File: config.mk
export PLATFORM = sky130hd
export DESIGN_NAME = order_msg_parser
export DESIGN_NICKNAME = d
export VERILOG_FILES = /design/src/rtl/order_msg_parser.sv
export SDC_FILE = /design/constraint.sdc
export NUM_CORES = 1
export LEC_CHECK = 0
export BUFFER_PORTS_ARGS = -buffer_cell sky130_fd_sc_hd__clkbuf_2
export CAP_MARGIN = 40
export CORE_MARGIN = 1.5
export CORE_UTILIZATION = 48
export CTS_CLUSTER_DIAMETER = 80
export DETAILED_ROUTE_END_ITERATION = 7
export PLACE_DENSITY = 0.75
export RECOVER_POWER = 25
export REMOVE_ABC_BUFFERS = 1
export SLEW_MARGIN = 20
export SYNTH_ARGS = -nofsm -noshare
export SYNTH_HDL_FRONTEND = slang
export SYNTH_SLANG_ARGS = --single-unit
File: constraint.sdc
create_clock -name clk -period 1.5 [get_ports clk]
set_input_delay 0.225 -clock clk [delete_from_list [all_inputs] [get_ports clk]]
set_output_delay 0.225 -clock clk [all_outputs]
set_load 0.02 [all_outputs]
File: src/rtl/order_msg_parser.sv
// order_msg_parser: streaming parser for three-word market/order messages.
// Words arrive over valid/ready. Framing is checked, fields are sliced into
// staging registers, and each good message is committed to a held output
// record presented over valid/ready.
// Optional build macro: MSG_STATS_EN adds saturating msg_count/err_count.
//
// Handshake semantics: a transfer happens on a rising edge where valid and
// ready are both high. A producer holds valid and its data stable until the
// transfer. The record outputs hold stable while out_valid && !out_ready.
module order_msg_parser #(
  parameter int REG_WIDTH = 32,
  parameter int SYMBOL_W  = 2,
  parameter int FUNC_W    = 3,
  parameter int QTY_W     = 8,
  parameter int PRICE_W   = 10,
  parameter int TIME_W    = 11,
  parameter int COUNT_W   = 16
) (
  input  logic                        clk,
  input  logic                        rst,
  input  logic [REG_WIDTH-1:0]        in_data,
  input  logic                        in_valid,
  input  logic                        in_last,
  output logic                        in_ready,
  output logic                        out_valid,
  input  logic                        out_ready,
  output logic [SYMBOL_W-1:0]         stock_symbol,
  output logic [FUNC_W-1:0]           trade_function,
  output logic [QTY_W-1:0]            quantity,
  output logic [PRICE_W-1:0]          current_price,
  output logic [REG_WIDTH-TIME_W-1:0] date_stamp,
  output logic [TIME_W-1:0]           time_stamp,
  output logic [PRICE_W-1:0]          buy_price,
  output logic [PRICE_W-1:0]          sell_price,
  output logic                        crossed,
  output logic                        frame_err
`ifdef MSG_STATS_EN
  ,
  output logic [COUNT_W-1:0]          msg_count,
  output logic [COUNT_W-1:0]          err_count
`endif
);

  localparam int DATE_W = REG_WIDTH - TIME_W;
  localparam int FUNC_HI  = REG_WIDTH - SYMBOL_W - 1;
  localparam int QTY_HI   = FUNC_HI - FUNC_W;
  localparam int PRICE_HI = QTY_HI - QTY_W;

  localparam logic [1:0] ST_W0      = 2'd0;
  localparam logic [1:0] ST_W1      = 2'd1;
  localparam logic [1:0] ST_W2      = 2'd2;
  localparam logic [1:0] ST_DISCARD = 2'd3;

  logic [1:0]          state;
  logic                hs;
  logic                commit;
  logic                err_now;
  logic                unused_bits;

  logic [SYMBOL_W-1:0] stg_symbol;
  logic [FUNC_W-1:0]   stg_func;
  logic [QTY_W-1:0]    stg_qty;
  logic [PRICE_W-1:0]  stg_price;
  logic [DATE_W-1:0]   stg_date;
  logic [TIME_W-1:0]   stg_time;

  // Word0 LSBs and word2 tail bits carry no fields.
  assign unused_bits = ^in_data;

  // Only the final word waits on the output slot; other words are always taken.
  always_comb begin
    in_ready = 1'b1;
    if (state == ST_W2) in_ready = !out_valid || out_ready;
  end

  assign hs      = in_valid && in_ready;
  assign commit  = hs && (state == ST_W2) && in_last;
  assign err_now = hs && ((((state == ST_W0) || (state == ST_W1)) && in_last) ||
                          ((state == ST_W2) && !in_last));

  // Word-position FSM with framing recovery.
  always_ff @(posedge clk) begin
    if (rst) begin
      state <= ST_W0;
    end else if (hs) begin
      case (state)
        ST_W0:      state <= in_last ? ST_W0 : ST_W1;
        ST_W1:      state <= in_last ? ST_W0 : ST_W2;
        ST_W2:      state <= in_last ? ST_W0 : ST_DISCARD;
        default:    state <= in_last ? ST_W0 : ST_DISCARD;
      endcase
    end
  end

  // Staging registers for words 0 and 1; a bad frame is simply overwritten later.
  always_ff @(posedge clk) begin
    if (rst) begin
      stg_symbol <= '0;
      stg_func   <= '0;
      stg_qty    <= '0;
      stg_price  <= '0;
      stg_date   <= '0;
      stg_time   <= '0;
    end else if (hs && (state == ST_W0)) begin
      stg_symbol <= in_data[REG_WIDTH-1 -: SYMBOL_W];
      stg_func   <= in_data[FUNC_HI -: FUNC_W];
      stg_qty    <= in_data[QTY_HI -: QTY_W];
      stg_price  <= in_data[PRICE_HI -: PRICE_W];
    end else if (hs && (state == ST_W1)) begin
      stg_date   <= in_data[REG_WIDTH-1 -: DATE_W];
      stg_time   <= in_data[TIME_W-1:0];
    end
  end

  // Output record: loads on commit, holds otherwise; valid drops on drain without commit.
  always_ff @(posedge clk) begin
    if (rst) begin
      out_valid      <= 1'b0;
      stock_symbol   <= '0;
      trade_function <= '0;
      quantity       <= '0;
      current_price  <= '0;
      date_stamp     <= '0;
      time_stamp     <= '0;
      buy_price      <= '0;
      sell_price     <= '0;
      crossed        <= 1'b0;
    end else if (commit) begin
      out_valid      <= 1'b1;
      stock_symbol   <= stg_symbol;
      trade_function <= stg_func;
      quantity       <= stg_qty;
      current_price  <= stg_price;
      date_stamp     <= stg_date;
      time_stamp     <= stg_time;
      buy_price      <= in_data[REG_WIDTH-1 -: PRICE_W];
      sell_price     <= in_data[REG_WIDTH-PRICE_W-1 -: PRICE_W];
      crossed        <= in_data[REG_WIDTH-1 -: PRICE_W] > in_data[REG_WIDTH-PRICE_W-1 -: PRICE_W];
    end else if (out_ready) begin
      out_valid      <= 1'b0;
    end
  end

  // Framing error pulse, one cycle after the offending handshake.
  always_ff @(posedge clk) begin
    if (rst) frame_err <= 1'b0;
    else     frame_err <= err_now;
  end

`ifdef MSG_STATS_EN
  // Saturating statistics counters.
  always_ff @(posedge clk) begin
    if (rst) begin
      msg_count <= '0;
      err_count <= '0;
    end else begin
      if (commit && (msg_count != '1)) msg_count <= msg_count + 1'b1;
      if (err_now && (err_count != '1)) err_count <= err_count + 1'b1;
    end
  end
`else
  localparam int unused_count_w = COUNT_W;
`endif

endmodule

### Word-level counts from Yosys, hierarchy flattened

Cells that the tools add are included.

* output and inout bits: 79
* word-level logic and storage cells: 45
* latch bits: 0
* bits in read-only memories: 0
* bits of input ports: 37
* bits in registers: 135
* memory bits (writable): 0
* memories: 0

* reduce and logical (&&, ||, !) cells: 16
* multipliers: 0
* bitwise gates (word level): 1
* shift operators: 0
* div/mod/pow operators: 0
* add/sub/neg operators: 0
* magnitude comparators: 1
* muxes and demuxes: 7
* equality and inequality tests: 2

Operators by type and width (count)
* $gt A10 B10 Y1: 1
* $logic_and A1 B1 Y1: 8
* $mux W1: 4
* $mux W2: 2
* $pmux W2 S2: 1
* $logic_or A1 B1 Y1: 3
* $eq A2 B1 Y1 const B: 1
* $eq A2 B2 Y1 const B: 1
* $logic_not A1 Y1: 2
* $logic_not A2 Y1: 1
* $reduce_and A2 Y1: 1
* $reduce_bool A2 Y1: 1
* $not A1 Y1: 1

### Depth between registers and ports, before layout

Gate-level depths: netlist of the first run.

* depth after elaboration: 7
* gate-level depth with buffers: 7
* depth with buffers taken out: 6

### Least setup slack after synthesis of the first run

Ideal clock, no wire load.

* kind: flip-flop to flip-flop
* start: register out_valid
* end: register crossed
* library setup time: 0.131 ns
* required time: 1.369 ns
* clock period less this slack: 1.572 ns
* arrival: 1.441 ns
* cell stages (with the launch flop): 8
* path slack: -0.072 ns
* path buffers: 3
* cell sequence: dfxtp_1 -> nor2b_1 -> or3_1 -> buf_2 -> buf_6 -> buf_2 -> nand3b_1 -> o41ai_2

* word-level cells in the longest chain between the ends: 6

Ends and longest elaborated chain
* start: declaration: line 25 `output logic out_valid,`
* start signal: assignment: line 118 `out_valid <= 1'b0;`
* start signal: assignment: line 129 `out_valid <= 1'b1;`
* start signal: assignment: line 140 `out_valid <= 1'b0;`
* $logic_not A1 Y1: line 73 `if (state == ST_W2) in_ready = !out_valid || out_ready;`
* $logic_or A1 B1 Y1: line 73
* $mux W1: line 73
* $logic_and A1 B1 Y1: line 76 `assign hs = in_valid && in_ready;`
* $logic_and A1 B1 Y1 (2 in series): line 77 `assign commit = hs && (state == ST_W2) && in_last;`
* end signal: assignment: line 138 `crossed <= in_data[REG_WIDTH-1 -: PRICE_W] > in_data[REG_WIDTH-PRICE_W-1 -: PRICE_W];`
* end: declaration: line 35 `output logic crossed,`

Every way passes these cells.
A chain may end at the register's enable or synchronous reset.

### Worst setup path in the final report of the first run

* start: register out_valid
* end: output in_ready

* word-level cells in the longest chain between the ends: 3

Ends and longest elaborated chain
* $logic_not A1 Y1: line 73
* $logic_or A1 B1 Y1: line 73
* $mux W1: line 73
* end: declaration: line 24 `output logic in_ready,`

Every way passes these cells.

==> run summary, run 1 <==
RSZ-0062 raised after global routing = true
crit path kind = reg -> out
Period minus WS final = 1.57 ns
Rel. slew slack = 65.6%
final worst slack = -0.0679 ns
Main synth FF type = dfxtp_1
CP Launch Type = flip-flop
initial antenna violation count = 0
dpl ws = -0.273 ns
largest net degree at the start of global routing = 76
Max Clock Skew = 0.00756 ns
Area growth syn-to-layout = 42.8%
CTS tree = built
Commonest cells post-synth = 263 x nand2_1, 136 x a21oi_1, 135 x dfxtp_1
worst hold-check path type = in -> reg
vias per cell = 5.15
Unique masters post-synth = 24
vias in the first global route = 4275
fmax = 638 MHz
Worst-Margin Slew = 0.516 ns
Die Area = 10900 um^2
kind of end point of the critical path = primary output
status = finished, violations left
R2R setup slack = -0.06 ns
Synth Instances = 630
Post-synth EDFFs = 0
Die X-Extent = 104 um
CP max FO = 2
synthesized cell area = 4920 um^2
endpoints failing hold = 0
grt ovf = 0
Overall Power = 8.21 mW
CP required = 1.27 ns
async set-reset flop share out of synthesis = 0%
TritonCTS Buffers = 17
I/O Pins = 116
Ant. Diodes = 0
drt drc = 0
first-pass GRT wire length = 20.1 mm
Arr. time, crit path = 1.34 ns
final max-slew violation count = 0
synth top area cells = dfxtp_1 55%, nand2_1 20%, a21oi_1 14%
Placer Congestion = 0.797
WL per Instance = 14.4 um
clk buf depth = 2
GRT Overall Usage = 23.1%
# setup viols final = 72
sequential area share after synthesis = 54.9%
Post-Route WL = 13.5 mm
Seq cells post-synth = 135
maximum vdd drop = 0.733 mV
PwrDens = 1170 nW/um^2
via count = 4822
most frequent cell after synthesis = nand2_1
CTS Root Cell = clkbuf_8
post-synth top area share = 54.9%
Layout Nets = 838
Detail Placement HPWL = 7.79 mm
max cap viols = 0
Tcrit/Tclk final = 105%
CTS H-tree depth = 4
Clock Latency Late Sink = 0.52 ns
Starting Density = 49.9%
drt first pass iters = 5
# rows = 36
static leakage = 2.74 nW
Initial DRC Count = 326
Yosys top cell by area = dfxtp_1
clock sink count = 135
Final ANT Viol Nets = 0
clk slew on worst S/H paths = 0.06 ns
Synth Warn # = 0
share of cells above drive strength 1 = 26.5%
core area = 9860 um^2
failing checks = negative setup slack
syn_area_per_cell = 7.81 um^2
Die Y-Extent = 104 um
setup TNS = -1.94 ns
Port Buffers = 115
## layer usage
layer | GRT usage [%] | share of wire [%] | vias to the layer above | wire length, um
met5 | 0 | 0 | - | 0
met1 | 30.0 | 43 | 2244 | 5860
met2 | 37.3 | 49 | 184 | 6590
met4 | 8.73 | 1.5 | 0 | 199
met3 | 5.39 | 6.4 | 21 | 869
li1 | - | - | 2373 | -
## timing repair
item,in CTS,in global routing
cloned,0,5
hold endpoints to repair,27,0
setup endpoints to repair,66,77
buffers inserted,6,2
gates resized for setup,13,63
hold buffers,16,0
pin swaps,1,27
## cell families after synthesis
logic type,after synthesis,synth area share (%)
fa+ha+maj,10,2.54
simple gates,282,22.4
compound gates,144,15.1
mux,1,0.204
flops,135,54.9
buf+inv,58,4.81
## sequential cells by signal (all words and copies together) (netlist names), 8 cells and up
| name | cells |
|---|---|
| stg_qty | 8 |
| stg_price | 10 |
| quantity | 8 |
| buy_price | 10 |
| stg_date | 21 |
| current_price | 10 |
| time_stamp | 11 |
| stg_time | 11 |
| date_stamp | 21 |
| sell_price | 10 |
## critical path, cell delays in order (launching register included)
cell	delay [ns]
dfxtp_2	0.33
nor2b_4	0.15
buf_6	0.13
nand3_4	0.08
buf_8	0.14
## worst paths after layout
| check | to | start | cells after the start |
|---|---|---|---|
| hold / removal | state[1]$_SDFFE_PP0N_ | in_last | 3 |
| setup reg to reg | date_stamp[17]$_SDFFE_PP0P_ | out_valid$_SDFFE_PP0P_ | 7 |
| hold reg to reg | date_stamp[20]$_SDFFE_PP0P_ | stg_date[20]$_SDFFE_PP0P_ | 2 |
| setup / recovery | in_ready | out_valid$_SDFFE_PP0P_ | 4 |
## final cells by class
| cell class | count | area (um^2) |
|---|---|---|
| flip-flops and latches | 135 | 2700 |
| well taps | 133 | 166 |
| repair buffers | 186 | 1330 |
| inverters | 14 | 52.6 |
| fillers | 789 | 2840 |
| multi-input cells | 437 | 2200 |
| clock buffers | 20 | 445 |
| clock inverters | 12 | 128 |
## power breakdown
group | total (mW) | switching (mW) | internal [mW]
clock | 3.96 | 1.52 | 2.44
combinational | 0.550 | 0.315 | 0.235
sequential | 3.70 | 0.0385 | 3.66
## layout by cell type, fill, tap and decap left out, drive strengths merged, types with 2 or more instances in the layout
cell,count
nand2,263
nand3,3
inv,14
clkbuf,138
dlygate4sd3,16
clkinv,6
nand2b,3
a211oi,2
dfxtp,135
and3,2
clkinvlp,4
ha,10
nor3,3
bufinv,2
nor2,3
buf,52
nand4,2
o21ai,3
a21oi,136
## stage by stage
step / instance area [um^2] / hold slack, ns / utilization [%] / instances
after floorplan: 4730 / 0.294 / - / 586
after global placement: 5890 / 0.438 / 59.7 / 876
after detailed placement: 5890 / 0.444 / 59.7 / 876
after CTS: 6710 / 0.00889 / 68.1 / 930
after global routing: 7030 / 0.0384 / 71.2 / 937
final: 7030 / 0.0328 / 71.2 / 937
No activity file was read; power rests on OpenSTA's default activity.
==> run 2: changes to the inputs <==
--- a/config.mk
+++ b/config.mk
@@ -11,7 +11,7 @@
 export CORE_UTILIZATION = 48
 export CTS_CLUSTER_DIAMETER = 80
 export DETAILED_ROUTE_END_ITERATION = 7
-export PLACE_DENSITY = 0.75
+export PLACE_DENSITY = 0.81
 export RECOVER_POWER = 25
 export REMOVE_ABC_BUFFERS = 1
 export SLEW_MARGIN = 20
==> run summary, run 2 (synthesis gave the netlist of run 1 again) <==
status = finished, violations left (unchanged)
failing checks = negative setup slack (unchanged)
PwrDens = 1170 nW/um^2 (about the same)
WL per Instance = 15.5 um (was 14.4 um)
first-pass GRT wire length = 20.7 mm (was 20.1 mm)
clock sink count = 135 (unchanged)
commonest non-fill, non-tap cell in the layout = nand2_1 (unchanged)
Top Registers = date_stamp (21), stg_date (21) (unchanged)
static leakage = 2.75 nW (was 2.74 nW)
endpoints failing hold = 0 (unchanged)
RSZ-0062 raised after global routing = true (unchanged)
fmax = 627 MHz (was 638 MHz)
Period minus WS final = 1.60 ns (was 1.57 ns)
Initial DRC Count = 388 (was 326)
CP endpoint = buy_price[3]$_SDFFE_PP0P_ (was in_ready)
Clock Latency Late Sink = 0.51 ns (was 0.52 ns)
GRT Overall Usage = 23.7% (was 23.1%)
CP required = 1.92 ns (was 1.27 ns)
R2R setup slack = -0.1 ns (was -0.06 ns)
CTS tree = built (unchanged)
R2R Path Start = state[0]$_SDFFE_PP0N_ (was out_valid$_SDFFE_PP0P_)
TritonCTS Buffers = 17 (unchanged)
Max Clock Skew = 0.00651 ns (was 0.00756 ns)
setup TNS = -0.432 ns (was -1.94 ns)
commonest non-fill, non-tap cells in the layout = 251 x nand2_1, 133 x dfxtp_1, 128 x a21oi_1 (was 242 x nand2_1, 134 x dfxtp_1, 119 x a21oi_1)
Port Buffers = 115 (unchanged)
Area growth syn-to-layout = 43.0% (was 42.8%)
worst reg2reg endpoint = buy_price[3]$_SDFFE_PP0P_ (was date_stamp[17]$_SDFFE_PP0P_)
drt drc = 0 (unchanged)
Tcrit/Tclk final = 106% (was 105%)
vias in the first global route = 4526 (was 4275)
R2R cell count = 7 (unchanged)
Starting Density = 49.9% (unchanged)
CTS H-tree depth = 4 (unchanged)
# rows = 36 (unchanged)
vias per cell = 5.31 (was 5.15)
final core occ = 71.3% (was 71.2%)
max cap viols = 0 (unchanged)
Post-DP Area = 5830 um^2 (was 5890 um^2)
Detail Placement HPWL = 8.24 mm (was 7.79 mm)
Final ANT Viol Nets = 0 (unchanged)
worst hold-check path type = in -> reg (unchanged)
largest net degree at the start of global routing = 44 (was 76)
grt ovf = 0 (unchanged)
Die Y-Extent = 104 um (unchanged)
initial antenna violation count = 0 (unchanged)
clk slew on worst S/H paths = 0.06 ns (about the same)
# setup viols final = 21 (was 72)
Arr. time, crit path = 2.02 ns (was 1.34 ns)
Placer Congestion = 0.801 (was 0.797)
Worst-Margin Slew = 0.582 ns (was 0.516 ns)
Post-Route WL = 14.6 mm (was 13.5 mm)
Crit. Startpoint = state[0]$_SDFFE_PP0N_ (was out_valid$_SDFFE_PP0P_)
via count = 5009 (was 4822)
design area = 7030 um^2 (about the same)
CP max FO = 20 (was 2)
kind of end point of the critical path = flip-flop (was primary output)
crit path kind = reg -> reg (was reg -> out)
CTS Root Cell = clkbuf_8 (unchanged)
CP Launch Type = flip-flop (unchanged)
drt first pass iters = 6 (was 5)
maximum vdd drop = 0.633 mV (was 0.733 mV)
final worst slack = -0.0959 ns (was -0.0679 ns)
Post-Layout Cell Count = 943 (was 937)
Layout Nets = 844 (was 838)
core area = 9860 um^2 (unchanged)
dpl ws = -0.337 ns (was -0.273 ns)
placed insts = 870 (was 876)
final max-slew violation count = 0 (unchanged)
Die X-Extent = 104 um (unchanged)
Die Area = 10900 um^2 (unchanged)
I/O Pins = 116 (unchanged)
share of cells above drive strength 1 = 22.6% (was 26.5%)
WHS = 0.0397 ns (was 0.0328 ns)
Ant. Diodes = 0 (unchanged)
clk buf depth = 2 (unchanged)
Overall Power = 8.20 mW (was 8.21 mW)
Rel. slew slack = 60.2% (was 65.6%)
==> run 2: cell types whose count changed in the layout (fill, tap and decap cells not counted), sizes merged <==
cell and change:
dlygate4sd3 +10, buf -7, clkbuf +5, clkinvlp -3
or3 +2, clkinv -1
==> run 2: worst min path at each step <==
stage	startpoint	to	slack [ns]	cells after the start
final	in_last	state[1]$_SDFFE_PP0N_	0.04	3
after floorplan	rst	buy_price[0]$_SDFFE_PP0P_	0.29	1
after CTS	in_last	state[1]$_SDFFE_PP0N_	0.03	3
after global placement	stg_time[6]$_SDFFE_PP0P_	time_stamp[6]$_SDFFE_PP0P_	0.44	2
after global routing	in_last	state[1]$_SDFFE_PP0N_	0.04	3
after detailed placement	stg_time[6]$_SDFFE_PP0P_	time_stamp[6]$_SDFFE_PP0P_	0.44	2
==> run 2: repair_timing <==
action,in CTS,in global routing
pin swaps,1,1
setup buffers,1,3
gates cloned,0,11
resized for setup,12,38
hold buffers,26,0
endpoints found under the hold margin,49,0
endpoints found under the setup margin,76,77
==> run 2: cell type report <==
type	instances	area, um^2
Clock inverter	8	96.3
Sequential cell	135	2710
Tap cell	133	166
Timing Repair Buffer	190	1410
Multi-Input combinational cell	439	2130
Clock buffer	24	470
Fill cell	744	2830
Inverter	14	52.6
==> run 2: per-layer routing <==
| metal | global-route usage (%) | up-vias | routed length [um] |
|---|---|---|---|
| li1 | - | 2378 | - |
| met1 | 28.4 | 2361 | 5860 |
| met2 | 40.7 | 234 | 7270 |
| met3 | 5.76 | 36 | 1180 |
| met4 | 9.82 | 0 | 335 |
| met5 | 0 | - | 0 |
==> run 2: critical path, stage by stage, from the launching register on <==
cell and delay [ns]:
dfxtp_1 0.31, nand2b_4 0.17, buf_4 0.16, nor3_4 0.20, buf_12 0.17, clkbuf_16 0.19, nand2_1 0.10, a21oi_1 0.21
==> run 2: power by group <==
part / leakage (nW) / internal (mW) / switching, mW
sequential: 1.09 / 3.66 / 0.0382
clock: 0.279 / 2.49 / 1.44
combinational: 1.37 / 0.246 / 0.321
total: 2.75 / 6.39 / 1.80
==> run 3: changes to the inputs <==
--- a/config.mk
+++ b/config.mk
@@ -11,7 +11,7 @@
 export CORE_UTILIZATION = 48
 export CTS_CLUSTER_DIAMETER = 80
 export DETAILED_ROUTE_END_ITERATION = 7
-export PLACE_DENSITY = 0.81
+export PLACE_DENSITY_LB_ADDON = 0.12
 export RECOVER_POWER = 25
 export REMOVE_ABC_BUFFERS = 1
 export SLEW_MARGIN = 20
==> run summary, run 3 (synthesis gave the netlist of run 1 again) <==
crit path kind = reg -> reg (unchanged)
endpoints failing hold = 0 (unchanged)
Starting Density = 49.9% (unchanged)
Period minus WS final = 1.54 ns (was 1.60 ns)
Placer Congestion = 0.827 (was 0.801)
Die Y-Extent = 104 um (unchanged)
worst reg2reg endpoint = date_stamp[17]$_SDFFE_PP0P_ (was buy_price[3]$_SDFFE_PP0P_)
CP max FO = 18 (was 20)
maximum vdd drop = 0.674 mV (was 0.633 mV)
slowest cell on the critical path = dfxtp_2 (was dfxtp_1)
core area = 9860 um^2 (unchanged)
dpl ws = -0.235 ns (was -0.337 ns)
fmax = 650 MHz (was 627 MHz)
Reg power frac = 43.8% (was 45.1%)
Area growth syn-to-layout = 43.2% (was 43.0%)
CTS tree = built (unchanged)
Rel. slew slack = 67.1% (was 60.2%)
Ant. Diodes = 0 (unchanged)
# rows = 36 (unchanged)
failing checks = negative setup slack (unchanged)
CP required = 1.94 ns (was 1.92 ns)
Final ANT Viol Nets = 0 (unchanged)
CP Launch Type = flip-flop (unchanged)
commonest non-fill, non-tap cell in the layout = nand2_1 (unchanged)
Detail Placement HPWL = 8.02 mm (was 8.24 mm)
setup TNS = -0.353 ns (was -0.432 ns)
Post-Layout Cell Count = 930 (was 943)
Worst-Margin Slew = 0.481 ns (was 0.582 ns)
sw frac = 22.5% (was 22.0%)
Initial DRC Count = 240 (was 388)
# setup viols final = 28 (was 21)
static leakage = 2.86 nW (was 2.75 nW)
clock sink count = 135 (unchanged)
most used cell, CP = buf_6
CTS H-tree depth = 4 (unchanged)
R2R cell count = 8 (was 7)
Max stage delay on crit path = 0.32 ns (was 0.31 ns)
filler instances = 760 (was 744)
worst-path cell chain = nor2b_4, buf_6, buf_4, nor3_4, buf_6, clkbuf_16, nand2_1, a21oi_1 (was nand2b_4, buf_4, nor3_4, buf_12, clkbuf_16, nand2_1, a21oi_1)
P_int = 6.55 mW (was 6.39 mW)
grt ovf = 0 (unchanged)
clk slew on worst S/H paths = 0.06 ns (about the same)
clk buf depth = 2 (unchanged)
I/O Pins = 116 (unchanged)
Port Buffers = 115 (unchanged)
sw power = 1.90 mW (was 1.80 mW)
Die X-Extent = 104 um (unchanged)
kind of end point of the critical path = flip-flop (unchanged)
Post-Route WL = 13.9 mm (was 14.6 mm)
hold_sp = in_last (unchanged)
first-pass GRT wire length = 20.9 mm (was 20.7 mm)
PwrDens = 1200 nW/um^2 (was 1170 nW/um^2)
share of cells above drive strength 1 = 30.9% (was 22.6%)
Comb pwr share = 6.6% (was 6.9%)
via count = 4788 (was 5009)
drt first pass iters = 6 (unchanged)
worst hold endpoint = state[1]$_SDFFE_PP0N_ (unchanged)
TritonCTS Buffers = 17 (unchanged)
RSZ-0062 raised after global routing = true (unchanged)
placed insts = 872 (was 870)
Tcrit/Tclk final = 103% (was 106%)
Die Area = 10900 um^2 (unchanged)
R2R setup slack = -0.04 ns (was -0.1 ns)
max cap viols = 0 (unchanged)
Clk pwr share = 49.6% (was 48.0%)
final max-slew violation count = 0 (unchanged)
Max Clock Skew = 0.00852 ns (was 0.00651 ns)
worst hold-check path type = in -> reg (unchanged)
status = finished, violations left (unchanged)
Clock Latency Late Sink = 0.51 ns (about the same)
Top Registers = date_stamp (21), stg_date (21) (unchanged)
initial antenna violation count = 0 (unchanged)
final worst slack = -0.0378 ns (was -0.0959 ns)
vias in the first global route = 4477 (was 4526)
CTS Root Cell = clkbuf_8 (unchanged)
drt drc = 0 (unchanged)
Layout Nets = 832 (was 844)
WL per Instance = 14.9 um (was 15.5 um)
hold depth = 3 (unchanged)
commonest non-fill, non-tap cells in the layout = 251 x nand2_1, 134 x dfxtp_1, 113 x clkbuf_2 (was 251 x nand2_1, 133 x dfxtp_1, 128 x a21oi_1)
R2R Path Start = out_valid$_SDFFE_PP0P_ (was state[0]$_SDFFE_PP0N_)
Arr. time, crit path = 1.98 ns (was 2.02 ns)
vias per cell = 5.15 (was 5.31)
largest net degree at the start of global routing = 39 (was 44)
GRT Overall Usage = 23.9% (was 23.7%)
==> run 3: cell types whose count changed in the layout (fill, tap and decap cells not counted), sizes merged <==
cell,before,now
bufinv,2,3
inv,14,15
clkinvlp,1,4
or3,3,1
clkinv,5,3
buf,45,43
clkbuf,143,137
dlygate4sd3,26,20
==> run 3: worst max path at each step <==
| stage | from | to | slack [ns] | cells after the start |
|---|---|---|---|---|
| final | out_valid$_SDFFE_PP0P_ | date_stamp[17]$_SDFFE_PP0P_ | -0.04 | 8 |
| after global routing | out_valid$_SDFFE_PP0P_ | date_stamp[9]$_SDFFE_PP0P_ | -0.1 | 8 |
| after detailed placement | in_data[17] | crossed$_SDFFE_PP0P_ | -0.24 | 7 |
| after CTS | out_valid$_SDFFE_PP0P_ | in_ready | -0.06 | 4 |
| after global placement | in_data[15] | crossed$_SDFFE_PP0P_ | -0.18 | 7 |
| after floorplan | out_valid$_SDFFE_PP0P_ | buy_price[0]$_SDFFE_PP0P_ | -3.14 | 4 |
==> run 3: layout make-up <==
type,instances,area [um^2],area share (%)
clock buffers,20,455,6.47
well taps,133,166,2.36
clock inverters,11,148,2.10
repair buffers,180,1310,18.6
multi-input cells,437,2200,31.3
flip-flops and latches,135,2700,38.4
inverters,14,55.1,0.782
==> run 3: worst max-delay path, delay by kind of cell (launching register included) <==
family	cells	cell delay [ns]
AND/OR/NAND/NOR	3	0.37
flip-flops	1	0.32
AO/OA/AOI/OAI	1	0.14
buffers and inverters	4	0.64
==> run 3: what timing repair did <==
action                                  4_1_cts  5_1_grt
endpoints found under the hold margin        39        0
gates cloned                                  0        4
endpoints found under the setup margin       76       71
setup buffers                                 2        1
gates resized for setup                      15       54
pin swaps                                     1        6
hold buffers                                 20        0
==> run 3: per-layer routing <==
| layer | up-vias | GRT usage (%) | wire, um | part of all wire (%) |
|---|---|---|---|---|
| li1 | 2346 | - | - | - |
| met1 | 2272 | 29.9 | 6130 | 44 |
| met2 | 156 | 40.2 | 6910 | 50 |
| met3 | 14 | 6.27 | 753 | 5.4 |
| met4 | 0 | 7.84 | 99 | 0.71 |
| met5 | - | 0 | 0 | 0 |
==> run 3: metrics by stage <==
step	hold WS (ns)	instance area [um^2]	utilization (%)	power, mW
detailed placement	0.443	5860	59.4	4.24
floorplan	0.294	4730	-	3.95
CTS	0.0139	6740	68.3	8.45
global route	0.0548	7040	71.4	8.74
global placement	0.437	5860	59.4	4.23
finish	0.0576	7040	71.4	8.45
==> run 3: power by group through the flow <==
stage	clock (mW)	sequential, mW	combinational (mW)
after global routing	4.42	3.70	0.612
after detailed placement	0	3.77	0.471
after CTS	4.23	3.70	0.527
after floorplan	0	3.77	0.180
after global placement	0	3.77	0.460
final	4.19	3.70	0.561
